## config.mk

```make
export PLATFORM = sky130hd
export DESIGN_NAME = pipeline_hazard_ctrl
export DESIGN_NICKNAME = d
export VERILOG_FILES = /design/src/rtl/pipeline_hazard_ctrl_pkg.sv /design/src/rtl/pipeline_hazard_ctrl_load_use_detect.sv /design/src/rtl/pipeline_hazard_ctrl.sv
export VERILOG_INCLUDE_DIRS = /design/src /design/src/rtl
export SDC_FILE = /design/constraint.sdc
export NUM_CORES = 1
export LEC_CHECK = 0
export ABC_AREA = 1
export BUFFER_PORTS_ARGS = -buffer_cell sky130_fd_sc_hd__buf_4
export CORE_MARGIN = 10
export CORE_UTILIZATION = 51
export DETAILED_ROUTE_END_ITERATION = 6
export PLACE_DENSITY = 0.83
export SYNTH_ARGS = -nofsm -noshare
export SYNTH_HDL_FRONTEND = slang
export SYNTH_SLANG_ARGS = --single-unit
```

## constraint.sdc

```tcl
create_clock -name clk -period 2.41 [get_ports clk]
set_clock_uncertainty 0.05 [all_clocks]
set_input_delay 0.482 -clock clk [delete_from_list [all_inputs] [get_ports clk]]
set_output_delay 0.482 -clock clk [all_outputs]
set_load 0.03 [all_outputs]
```

## src/rtl/pipe_ctrl_defs.vh

```
// Shared encodings for the pipeline control slice: FSM states, x0, default wait timeout.
`ifndef PIPE_CTRL_DEFS_VH
`define PIPE_CTRL_DEFS_VH

`define PHC_ST_RUN          1'b0
`define PHC_ST_MDU_WAIT     1'b1
`define PHC_REG_X0          5'd0
`define PHC_TIMEOUT_DEFAULT 256

`endif

```

## src/rtl/pipeline_hazard_ctrl_pkg.sv

```systemverilog
// Types and constants shared by the hazard controller and its comparator.
package pipeline_hazard_ctrl_pkg;
`include "pipe_ctrl_defs.vh"

  typedef enum logic {
    ST_RUN      = `PHC_ST_RUN,
    ST_MDU_WAIT = `PHC_ST_MDU_WAIT
  } state_t;

  localparam logic [4:0] REG_X0          = `PHC_REG_X0;
  localparam int         TIMEOUT_DEFAULT = `PHC_TIMEOUT_DEFAULT;

  // Bit order matches the port list so the bundle can be printed as one vector.
  typedef struct packed {
    logic pc_write;
    logic if_id_write;
    logic if_id_flush;
    logic id_ex_bubble;
    logic id_ex_hold;
    logic ex_mem_bubble;
    logic ex_mem_hold;
    logic mem_wb_bubble;
  } ctrl_t;

  localparam ctrl_t CTRL_RUN   = '{pc_write: 1'b1, if_id_write: 1'b1, default: 1'b0};
  localparam ctrl_t CTRL_RESET = '{if_id_flush: 1'b1, id_ex_bubble: 1'b1, ex_mem_bubble: 1'b1,
                                   mem_wb_bubble: 1'b1, default: 1'b0};

endpackage

```

## src/rtl/pipeline_hazard_ctrl_load_use_detect.sv

```systemverilog
// Load-use comparator: flags an ID source that matches the rd of a load in EX.
// Purely combinational; x0 never creates a dependency.
module load_use_detect
  import pipeline_hazard_ctrl_pkg::*;
(
  input  logic       ex_mem_read,
  input  logic [4:0] ex_rd,
  input  logic [4:0] id_rs1,
  input  logic [4:0] id_rs2,
  input  logic       id_uses_rs1,
  input  logic       id_uses_rs2,
  output logic       load_use
);

  logic rs1_hit;
  logic rs2_hit;

  assign rs1_hit  = id_uses_rs1 && (id_rs1 == ex_rd);
  assign rs2_hit  = id_uses_rs2 && (id_rs2 == ex_rd);
  assign load_use = ex_mem_read && (ex_rd != REG_X0) && (rs1_hit || rs2_hit);

endmodule

```

## src/rtl/pipeline_hazard_ctrl.sv

```systemverilog
// Stall/flush sequencer for the 5-stage pipeline: memory wait > MDU busy > taken branch > load-use.
// Control outputs are zero-latency; wait_cnt, hang_err and stall_count are registered.
module pipeline_hazard_ctrl
  import pipeline_hazard_ctrl_pkg::*;
#(
  parameter int CNT_W   = 16,
  parameter int TIMEOUT = TIMEOUT_DEFAULT
) (
  input  logic             clk,
  input  logic             reset,
  input  logic [4:0]       id_rs1,
  input  logic [4:0]       id_rs2,
  input  logic             id_uses_rs1,
  input  logic             id_uses_rs2,
  input  logic [4:0]       ex_rd,
  input  logic             ex_mem_read,
  input  logic             ex_branch_taken,
  input  logic             ex_mdu_start,
  input  logic             mdu_done,
  input  logic             dmem_req,
  input  logic             dmem_ready,
  output logic             pc_write,
  output logic             if_id_write,
  output logic             if_id_flush,
  output logic             id_ex_bubble,
  output logic             id_ex_hold,
  output logic             ex_mem_bubble,
  output logic             ex_mem_hold,
  output logic             mem_wb_bubble,
  output logic             hang_err,
  output logic [CNT_W-1:0] stall_count
);

  localparam int WC_W = (TIMEOUT > 2) ? $clog2(TIMEOUT) : 1;
  localparam logic [WC_W-1:0] WC_MAX = WC_W'(TIMEOUT - 1);

  state_t          state;
  state_t          state_nxt;
  logic [WC_W-1:0] wait_cnt;
  logic            mem_wait;
  logic            mdu_busy;
  logic            waiting;
  logic            load_use;
  ctrl_t           ctrl;

  load_use_detect u_load_use_detect (
    .ex_mem_read (ex_mem_read),
    .ex_rd       (ex_rd),
    .id_rs1      (id_rs1),
    .id_rs2      (id_rs2),
    .id_uses_rs1 (id_uses_rs1),
    .id_uses_rs2 (id_uses_rs2),
    .load_use    (load_use)
  );

  assign mem_wait = dmem_req && !dmem_ready;
  assign mdu_busy = ((state == ST_RUN) && ex_mdu_start && !mdu_done) ||
                    ((state == ST_MDU_WAIT) && !mdu_done);
  assign waiting  = mem_wait || mdu_busy;

  always_comb begin
    state_nxt = state;
    case (state)
      ST_RUN:      if (ex_mdu_start && !mdu_done && !mem_wait) state_nxt = ST_MDU_WAIT;
      ST_MDU_WAIT: if (mdu_done && !mem_wait) state_nxt = ST_RUN;
      default:     state_nxt = ST_RUN;
    endcase
  end

  // A frozen EX instruction makes branch and load-use decisions meaningless, hence the strict order.
  always_comb begin
    ctrl = CTRL_RUN;
    if (reset) begin
      ctrl = CTRL_RESET;
    end else if (mem_wait) begin
      ctrl.pc_write      = 1'b0;
      ctrl.if_id_write   = 1'b0;
      ctrl.id_ex_hold    = 1'b1;
      ctrl.ex_mem_hold   = 1'b1;
      ctrl.mem_wb_bubble = 1'b1;
    end else if (mdu_busy) begin
      ctrl.pc_write      = 1'b0;
      ctrl.if_id_write   = 1'b0;
      ctrl.id_ex_hold    = 1'b1;
      ctrl.ex_mem_bubble = 1'b1;
    end else if (ex_branch_taken) begin
      ctrl.if_id_flush   = 1'b1;
      ctrl.id_ex_bubble  = 1'b1;
    end else if (load_use) begin
      ctrl.pc_write      = 1'b0;
      ctrl.if_id_write   = 1'b0;
      ctrl.id_ex_bubble  = 1'b1;
    end
  end

  assign pc_write      = ctrl.pc_write;
  assign if_id_write   = ctrl.if_id_write;
  assign if_id_flush   = ctrl.if_id_flush;
  assign id_ex_bubble  = ctrl.id_ex_bubble;
  assign id_ex_hold    = ctrl.id_ex_hold;
  assign ex_mem_bubble = ctrl.ex_mem_bubble;
  assign ex_mem_hold   = ctrl.ex_mem_hold;
  assign mem_wb_bubble = ctrl.mem_wb_bubble;

  always_ff @(posedge clk) begin
    if (reset) begin
      state       <= ST_RUN;
      wait_cnt    <= '0;
      hang_err    <= 1'b0;
      stall_count <= '0;
    end else begin
      state <= state_nxt;
      // wait_cnt parks at TIMEOUT-1 so the hang condition stays asserted for the rest of the wait.
      if (waiting) begin
        if (wait_cnt == WC_MAX) hang_err <= 1'b1;
        else                    wait_cnt <= wait_cnt + WC_W'(1);
      end else begin
        wait_cnt <= '0;
      end
      if (!ctrl.pc_write && (stall_count != {CNT_W{1'b1}})) begin
        stall_count <= stall_count + CNT_W'(1);
      end
    end
  end

endmodule

```

==> run_results.csv <==
group,metric,value,unit
setup_path,slowest_stage,"dfxtp_1",
final_layout,drive_above_1_share,0.246,
timing,min_period,2.06,ns
place,gp_congestion,0.839,
status,status,"completed",
cts,clkLatencyLatePin,0.31,ns
cts,clk_pin_slew,0.13,ns
global_route,grt_use_total,0.137,
final_layout,nets,333,
drt,wl_per_cell,11.4,µm
drt,wirelength,3.99,mm
synth,ys_seq_area_frac,0.309,
drt,drt_iter0_markers,143,
setup_path,crit_fanout,3,
synth,synth_fp_nets,285,
setup_path,path_delay_family,"compound AO/OA/AOI/OAI gates",
worst_hold_path,hold_path_end,"state",
setup_path,critPathKind,"reg2out",
timing,relSlewSlack,0.804,
synth,synth_compound_area_frac,0.119,
worst_hold_path,holdPathStages,4,
worst_hold_path,hold_path_startpoint,"mdu_done",
floorplanning,dieArea,6000,µm²
synth,synth_cell_types,29,
drt,drc_errors,0,
drt,final_antenna_net_count,0,
global_route,grt-busiest-layer,"met2",
final_layout,num_antenna_cells,0,
global_route,met3_usage,0.0530,
timing,hold_viol_final,0,
setup_path,reg2reg_slack,0.37,ns
timing,max_freq,485,MHz
setup_path,critPathRequiredTime,1.88,ns
final_layout,fillCellCount,318,
global_route,grt_max_degree,20,
synth,synth_simple_gate_area_frac,0.366,
synth,synth_top_family_by_area,"simple AND/OR/NAND/NOR gates",
global_route,grt-ovfl-total,0,
power,ir_worst_vdd,0.312,mV
floorplanning,ios,50,
job,maxCapViolations,0,
setup_path,critPathMaxStageDelay,0.32,ns
cts,cts_hold_buf,0,
worst_hold_path,hp-class,"in2reg",
setup_path,cpMostUsedCell,"inv_1",
timing,tightest_slew,0.292,ns
floorplanning,start_util,0.543,
floorplanning,die_w,77.5,µm
cts,max-clock-path-buffers,2,
place,port_buffers,49,
cts,root_buffer,"clkbuf_4",
final_layout,area_growth,25.1,%
cts,cts.sinks,26,
drt,detail_route.vias_per_cell,4.93,
power,p_per_area,396,nW/µm²
setup_path,path_cells,"inv_1 -> a21oi_1 -> nor2_1 -> inv_1 -> o21ai_0 -> a31o_2 -> buf_4",
synth,synth.area.mux_share,0,
timing,drv_slew,0,
power,leakage,1.02,nW
synth,ys_ff_latch,26,
floorplanning,fp-row-count,20,
final_layout,final_common_cell,"nand2_1",
timing,tns,0,ns
place,dp_hpwl,3.26,mm
setup_path,r2r-start,"stall_count[0]",
drt,num_vias,1720,
synth,synthCells,258,
cts,cts_setup_buffers,0,
cts,cts-resized-gates,0,
place,dp_slack,0.387,ns
drt,firstDrtPassIters,4,
synth,yosys_warnings,0,
timing,fin_ws,0.347,ns
cts,cts_tree,"yes",
setup_path,critPathCaptureType,"output port",
global_route,grt_pass1_vias,1672,
global_route,antenna_found_initial,0,
setup_path,cp.arrival,1.53,ns
global_route,grt_pass1_wl,7.10,mm
setup_path,cp_num_buf_inv,3,
synth,synth_area_per_cell,6.53,µm²
synth,synthXorXnorAreaFrac,0.0832,
synth,netlist_area,1680,µm²
floorplanning,coreArea,3100,µm²
floorplanning,die_h,77.5,µm
timing,setup_viol,0,
setup_path,r2r-end,"stall_count[6]",
timing,rsz0062_at_grt,"false",
global_route,grt.met2_usage,0.245,
final_layout,mostFrequentLayoutCells,"66 x nand2_1, 50 x buf_4, 32 x inv_1, 28 x nor2_1",
cts,numCtsBuffers,3,
timing,fin_crit_sh,0.856,
setup_path,rr_worst_depth,9,
synth,synthAdderAreaFrac,0.0149,
cts,cts_htree_levels,1,
global_route,met1_usage,0.146,
setup_path,start_kind,"flip-flop",
-- logic make-up (layout without fill, tap and decap cells) --
logic type | count (synthesis) | after routing
XOR/XNOR | 16 | 16
flip-flops | 26 | 26
AO/OA/AOI/OAI | 33 | 33
buffers and inverters | 44 | 91
adder cells (fa/ha/maj) | 2 | 2
AND/OR/NAND/NOR | 137 | 137
-- layer usage --
layer  wire length, µm  part of all wire
met1              1730              0.43
met2              1920              0.48
met3               286             0.072
met4                55             0.014
met5                 0                 0
-- worst max-delay path by stage --
stage / from / endpoint / slack (ns) / depth (start not counted)
floorplan: ex_mdu_start / id_ex_bubble / 0.01 / 6
global placement: stall_count[0] / stall_count[14] / 0.44 / 9
detailed placement: stall_count[0] / stall_count[6] / 0.39 / 9
CTS: state / id_ex_bubble / 0.33 / 7
global route: stall_count[0] / stall_count[7] / 0.16 / 9
finish: state / id_ex_bubble / 0.35 / 7
-- cell usage after synthesis (all sizes together) --
cell / count / share of area
nor4: 1 / 0.0037
buf: 6 / 0.024
nand3b: 2 / 0.0089
inv: 37 / 0.082
nor2: 30 / 0.073
nand4: 7 / 0.035
o21ai: 9 / 0.027
clkbuf: 1 / 0.0022
a31oi: 1 / 0.0037
or2: 2 / 0.0074
nor3: 1 / 0.0030
nand3: 26 / 0.077
ha: 2 / 0.015
nand2: 68 / 0.16
dfxtp: 26 / 0.31
a21oi: 22 / 0.083
a31o: 1 / 0.0052
xnor2: 6 / 0.031
xor2: 10 / 0.052
-- per-stage QoR --
step                total power, mW  hold WS [ns]   util  cell area (µm²)  cells
global route                  0.879         0.385  0.679             2110    349
floorplan                     0.561         0.409      -             1680    258
global placement              0.627         0.427  0.667             2070    345
finish                        0.834         0.369  0.679             2110    349
CTS                           0.845         0.360  0.679             2110    349
detailed placement            0.629         0.436  0.667             2070    345
-- worst register-to-register path, cell delays in order, from the launching register on --
cell and delay (ns):
dfxtp_1 0.43, ha_1 0.26, inv_1 0.07, nor2_2 0.24
nand2_2 0.10, nor2_4 0.12, nand4_4 0.25, nand2_4 0.26
nand2_1 0.10, a21oi_2 0.12
-- where the power goes --
part / internal [mW] / switching, mW
Clock: 0.0923 / 0.124
Sequential: 0.438 / 0.00798
Combinational: 0.0708 / 0.102
-- cell type report --
type                       count  area [µm²]  share of cell area
tap                           44        55.1              0.0261
timing repair buffer          50         375               0.178
inverter                      37         139              0.0659
sequential                    26         520               0.247
multi-input combinational    188         981               0.466
clock buffer                   4        36.3              0.0172
-- flip-flops by register name, indices dropped and copies added (netlist names) --
register,flops
hang_err,1
stall_count,16
wait_cnt,8
state,1
(Power assumes the default switching activity.)
